File: src/rtl/bloke2_msg_packer.sv
// bloke2_msg_packer
// -----------------
// Byte-stream front-end for the BLAKE2 compression engines. Packs 1/2/4-byte
// beats into little-endian message blocks, tracks the BLAKE2 byte counter t,
// flags the final block and zero-pads it. An empty message yields one all-zero
// block with t=0 and last=1.
//
// A full block is held back until the producer shows what comes next: more
// data (block is not the last) or finish (block is the last).
//
// Ports
//   clk, rst             clock, synchronous active-high reset
//   start                pulse: begin a new message, abort any in progress
//   finish               pulse: end of message
//   din / din_nbytes     input beat, lane 0 earliest, lanes filled from 0
//   din_valid/din_ready  input handshake
//   blk_data             block, message byte k at [8k +: 8]
//   blk_count            message bytes up to and including this block
//   blk_last             final block of the message
//   blk_valid/blk_ready  output handshake, block held stable while stalled
module bloke2_msg_packer #(
  parameter int DIN_BYTES   = 1,
  parameter int BLOCK_BYTES = 64,
  parameter int CNT_W       = 64
) (
  input  logic                             clk,
  input  logic                             rst,
  input  logic                             start,
  input  logic                             finish,
  input  logic [8*DIN_BYTES-1:0]           din,
  input  logic [$clog2(DIN_BYTES+1)-1:0]   din_nbytes,
  input  logic                             din_valid,
  output logic                             din_ready,
  output logic [8*BLOCK_BYTES-1:0]         blk_data,
  output logic [CNT_W-1:0]                 blk_count,
  output logic                             blk_last,
  output logic                             blk_valid,
  input  logic                             blk_ready
);

  localparam int PTR_W = $clog2(BLOCK_BYTES + 1);
  localparam int BIT_W = $clog2(8 * BLOCK_BYTES);

  typedef enum logic [1:0] {IDLE, FILL, EMIT, DONE} state_t;

  state_t                   state_q, state_d;
  logic [8*BLOCK_BYTES-1:0] buf_q, buf_d;
  logic [PTR_W-1:0]         ptr_q, ptr_d;
  logic [CNT_W-1:0]         cnt_q, cnt_d;
  logic                     last_q, last_d;
  logic                     din_ready_q, din_ready_d;
  logic                     blk_valid_q, blk_valid_d;

  logic                     full;
  logic                     accept;
  logic [BIT_W-1:0]         bit_idx;

  assign full   = (ptr_q == PTR_W'(BLOCK_BYTES));
  assign accept = din_valid && din_ready_q;

  // NOTE: every signal assigned here gets a default first, so no path leaves
  // a value unassigned and no latch is inferred.
  always_comb begin
    state_d = state_q;
    buf_d   = buf_q;
    ptr_d   = ptr_q;
    cnt_d   = cnt_q;
    last_d  = last_q;
    bit_idx = '0;

    if (start) begin
      state_d = FILL;
      buf_d   = '0;
      ptr_d   = '0;
      cnt_d   = '0;
      last_d  = 1'b0;
    end else begin
      unique case (state_q)
        FILL: begin
          if (accept) begin
            for (int i = 0; i < DIN_BYTES; i++) begin
              if (i < int'(din_nbytes) && int'(ptr_q) + i < BLOCK_BYTES) begin
                bit_idx = BIT_W'((int'(ptr_q) + i) * 8);
                buf_d[bit_idx +: 8] = din[8*i +: 8];
              end
            end
            ptr_d = ptr_q + PTR_W'(din_nbytes);
            cnt_d = cnt_q + CNT_W'(din_nbytes);
          end
          // Bytes beyond the fill pointer are already zero, so emitting the
          // buffer as-is gives the padded final block.
          if (finish) begin
            state_d = EMIT;
            last_d  = 1'b1;
          end else if (full && din_valid) begin
            state_d = EMIT;
            last_d  = 1'b0;
          end
        end
        EMIT: begin
          if (blk_ready) begin
            // A finish coinciding with the handshake ends the message here:
            // the following block would otherwise be an empty final block.
            if (last_q || finish) begin
              state_d = DONE;
            end else begin
              state_d = FILL;
              buf_d   = '0;
              ptr_d   = '0;
            end
          end else if (finish) begin
            // Late finish re-marks the held block as the final one.
            last_d = 1'b1;
          end
        end
        default: ;  // IDLE and DONE wait for start
      endcase
    end

    din_ready_d = (state_d == FILL) && (ptr_d != PTR_W'(BLOCK_BYTES));
    blk_valid_d = (state_d == EMIT);
  end

  // NOTE: sequential state is updated only with non-blocking assignments so
  // every flop samples the pre-edge values of the others.
  always_ff @(posedge clk) begin
    if (rst) begin
      state_q     <= IDLE;
      // NOTE: the block buffer is reset because it drives blk_data directly
      // and zero padding relies on unwritten bytes being cleared.
      buf_q       <= '0;
      ptr_q       <= '0;
      cnt_q       <= '0;
      last_q      <= 1'b0;
      din_ready_q <= 1'b0;
      blk_valid_q <= 1'b0;
    end else begin
      state_q     <= state_d;
      buf_q       <= buf_d;
      ptr_q       <= ptr_d;
      cnt_q       <= cnt_d;
      last_q      <= last_d;
      din_ready_q <= din_ready_d;
      blk_valid_q <= blk_valid_d;
    end
  end

  assign din_ready = din_ready_q;
  assign blk_data  = buf_q;
  assign blk_count = cnt_q;
  assign blk_last  = last_q;
  assign blk_valid = blk_valid_q;

endmodule
File: config.mk
export PLATFORM = sky130hd
export DESIGN_NAME = bloke2_msg_packer
export DESIGN_NICKNAME = d
export VERILOG_FILES = /design/src/rtl/bloke2_msg_packer.sv
export SDC_FILE = /design/constraint.sdc
export NUM_CORES = 1
export LEC_CHECK = 0
export ABC_AREA = 1
export CELL_PAD_IN_SITES_DETAIL_PLACEMENT = 1
export CELL_PAD_IN_SITES_GLOBAL_PLACEMENT = 2
export CORE_MARGIN = 1
export CORE_UTILIZATION = 27
export CTS_CLUSTER_DIAMETER = 150
export DETAILED_ROUTE_END_ITERATION = 10
export PLACE_DENSITY_LB_ADDON = 0.1
export SLEW_MARGIN = 20
export SYNTH_ARGS = -nofsm -noshare
export SYNTH_HDL_FRONTEND = slang
export SYNTH_SLANG_ARGS = --single-unit
File: constraint.sdc
create_clock -name clk -period 2.95 [get_ports clk]
set_input_delay 0.59 -clock clk [delete_from_list [all_inputs] [get_ports clk]]
set_output_delay 0.59 -clock clk [all_outputs]
set_load 0.02 [all_outputs]
==> results.py, run 1 <==
metrics = {
    "global_route": {
        "grt_pass1_wl_mm": 182,
        "track_usage_pct": 26.1,
        "antenna_found_initial": 2,
        "grt.overflow.total": 0,
        "first_global_vias": 26400,
        "grt_max_degree": 75,
    },
    "timing": {
        "maxSlewViolCount": 0,
        "fmax_ghz": 0.354,
        "hold_slack_ns": 0.448,
        "relSlewSlack_pct": 32.2,
        "grt_setup_unrepaired": "yes",
        "hold_violations": 0,
        "period_share_pct": 95.6,
        "min_period_ns": 2.82,
        "tightest_slew_ns": 1.02,
        "finClkSkew_ns": 0.0229,
        "setup_violations": 0,
    },
    "synthesis": {
        "ys.warnings.count": 0,
        "synthAdderAreaFrac_pct": 0.456,
        "synth_xor_xnor_area_share_pct": 0.638,
        "syn-instance-count": 3453,
        "synth-edff-count": 0,
        "yosys.area_share.simple_pct": 32.2,
        "synth_top_family_by_area": "simple AND/OR/NAND/NOR gates",
        "synth_compound_area_share_pct": 13.1,
        "synth_area_um2": 24700,
        "synth_mux_area_share_pct": 0,
        "postSynthAreaPerCell_um2": 7.15,
        "synth_nets": 3477,
        "synth.distinct_cells": 41,
        "async_reset_ff_share_pct": 0,
        "synth-seq-area-share_pct": 47.7,
        "ys.flop_type": "dfxtp_1",
        "ys_ff_latch": 588,
    },
    "route": {
        "vias": 26500,
        "wl_per_cell_um": 23.3,
        "ant_nets": 0,
        "drt_iter0_markers": 1615,
        "finalWirelength_mm": 125,
        "wl_met3_mm": 8.53,
        "met2_length_mm": 54.7,
        "drc": 0,
        "highest_layer": "met4",
        "vias_per_cell": 4.94,
        "wl_met1_mm": 58.8,
        "dr.pass1.iters": 5,
    },
    "placement": {
        "io_buffers": 593,
        "hpwlAfterDp_mm": 95.5,
        "gp_congestion": 0.869,
    },
    "clock_network": {
        "insertion_delay_ns": 0.62,
        "cts_tree": "done",
        "clock_sinks": 588,
        "cts-root-buf": "clkbuf_16",
        "htree_levels": 3,
        "clk_pin_slew_ns": 0.06,
        "clockBufferDepth": 3,
        "numCtsBuffers": 73,
    },
    "worst_setup_path": {
        "crit_chain": "inv_2, ha_1, nand2_2, nand2_2, buf_4, inv_2, nand4_1, nor2_1, buf_4, nand3_1, nand3_1, a21oi_1",
        "critPathLaunchType": "flop",
        "setup.worst_path.end_class": "flop",
        "critPathRequiredTime_ns": 3.43,
        "critPathMaxStageDelay_ns": 0.42,
        "path_max_fanout": 15,
        "slowest_stage": "nor2_1",
        "critPathArrivalTime_ns": 3.30,
        "critPathKind": "reg2reg",
    },
    "run_status": {
        "status": "complete, no violations",
    },
    "job": {
        "drv_cap": 0,
    },
    "hold_path": {
        "hp-class": "reg2reg",
    },
    "pwr": {
        "powerDensity_nw_per_um2": 502,
        "vdd_drop_max_uv": 349,
        "leakagePower_nw": 11.3,
    },
    "cells_and_area": {
        "nFillCells": 11000,
        "area_growth_pct": 43.3,
        "fin_util_pct": 39.2,
        "drive_above_1_share_pct": 9.41,
        "fin_nets": 4146,
    },
    "die": {
        "initial_core_util_pct": 27.4,
        "rows": 110,
        "die_area_um2": 92700,
        "dieHeight_um": 304,
        "die_w_um": 304,
        "coreArea_um2": 90300,
        "pin_count": 594,
    },
}
per-stage QoR:
step,area [um2],TNS [ns],instances,setup slack [ns],total power [mW]
after floorplan,24700,0,3453,0.825,8.38
after global placement,32900,0,5223,0.00415,8.64
after detailed placement,32900,-0.280,5223,-0.0450,8.64
after CTS,35300,0,5351,0.0538,18.0
after global routing,35400,-0.152,5351,-0.0819,18.4
final,35400,0,5355,0.129,17.8
metal layers:
layer	GRT usage, %	up-vias
met5	0	-
met4	6.34	0
met3	6.35	139
met2	40.3	722
met1	36.4	12800
li1	-	12800
power breakdown:
| group | switching [mW] | total (mW) | internal [mW] |
|---|---|---|---|
| clock | 3.69 | 9.31 | 5.62 |
| combinational | 0.385 | 0.509 | 0.124 |
| sequential | 0.00534 | 7.95 | 7.95 |
| total | 4.08 | 17.8 | 13.7 |
cell type report:
| cell class | count | area [um2] | share of cell area (%) |
|---|---|---|---|
| repair buffers | 756 | 7380 | 20.9 |
| flip-flops and latches | 588 | 11800 | 33.2 |
| inverters | 199 | 766 | 2.16 |
| well taps | 1176 | 1470 | 4.16 |
| clock inverters | 15 | 214 | 0.604 |
| diodes | 4 | 10.0 | 0.0283 |
| clock buffers | 113 | 2230 | 6.30 |
| multi-input cells | 2504 | 11600 | 32.6 |
repair_timing:
item | in CTS | in global routing
hold buffers | 0 | 0
gates cloned | 0 | 0
gates resized for setup | 2 | 19
endpoints found under the setup margin | 8 | 110
setup buffers | 0 | 0
worst max-delay path: cells and delay by family, from the launching register on:
kind | cells | cell delay [ns]
AO/OA/AOI/OAI | 1 | 0.08
adder cells (fa/ha/maj) | 1 | 0.24
buffers and inverters | 4 | 0.61
flip-flops | 1 | 0.34
AND/OR/NAND/NOR | 6 | 1.39
cells in the mapped netlist (3+ instances only):
| cell | number | area share [%] |
|---|---|---|
| dfxtp_1 | 588 | 48 |
| o21ai_0 | 99 | 2.0 |
| nor2_4 | 10 | 0.46 |
| inv_1 | 175 | 2.7 |
| buf_1 | 10 | 0.15 |
| nand3_1 | 418 | 8.5 |
| nand2_2 | 11 | 0.28 |
| nor2_2 | 42 | 1.1 |
| o21ai_2 | 5 | 0.18 |
| a21oi_1 | 513 | 10 |
| a31oi_1 | 5 | 0.13 |
| nor2_1 | 373 | 5.7 |
| clkbuf_1 | 92 | 1.4 |
| nand4_1 | 54 | 1.4 |
| xor2_1 | 16 | 0.57 |
| buf_4 | 6 | 0.18 |
| inv_2 | 23 | 0.35 |
| nand2_1 | 836 | 13 |
| buf_2 | 52 | 1.1 |
| o21ai_1 | 8 | 0.16 |
| and2_1 | 3 | 0.076 |
| ha_1 | 9 | 0.46 |
| nor3_1 | 79 | 1.6 |
layout by cell type, fill, tap and decap left out, types with 4 or more instances in the layout:
cell,count
inv_1,174
o21ai_2,6
nor3_1,78
dfxtp_1,588
nor2_2,43
buf_12,18
ha_1,9
clkbuf_1,17
bufinv_16,5
buf_4,145
inv_2,21
nand2_2,16
nand4_1,54
clkbuf_8,21
clkdlybuf4s50_1,593
o21ai_1,6
nand2_1,831
nand3_1,416
a31oi_1,5
a21oi_1,512
clkbuf_16,75
clkinv_2,6
nor2_4,15
nor2_1,367
xor2_1,16
o21ai_0,99
diode_2,4
flip-flops by register name (all words and copies together) (netlist names):
name,count
blk_valid,1
state_q,2
ptr_q,7
blk_data,512
blk_count,64
blk_last,1
din_ready,1
final timing paths:
kind / start / to / slack, ns / cells after the start
min reg2reg: blk_data[229] / blk_data[229] / 0.45 / 2
min: blk_data[229] / blk_data[229] / 0.45 / 2
max: ptr_q[0] / blk_data[464] / 0.13 / 12
max reg2reg: ptr_q[0] / blk_data[464] / 0.13 / 12
kinds of logic (layout without fill, tap and decap cells):
family                   count (synthesis)  after routing
adder cells (fa/ha/maj)                  9              9
buffers and inverters                  361           1083
flip-flops                             588            588
other                                    0              4
AND/OR/NAND/NOR                       1840           1840
XOR/XNOR                                18             18
AO/OA/AOI/OAI                          637            637
(Power assumes the default switching activity.)
==> run 2: changes to the inputs <==
--- a/config.mk
+++ b/config.mk
@@ -6,6 +6,7 @@
 export NUM_CORES = 1
 export LEC_CHECK = 0
 export ABC_AREA = 1
+export CAP_MARGIN = 20
 export CELL_PAD_IN_SITES_DETAIL_PLACEMENT = 1
 export CELL_PAD_IN_SITES_GLOBAL_PLACEMENT = 2
 export CORE_MARGIN = 1
==> results of run 2 <==
No change in the layout: final DEF, timing and power equal those of run 1.
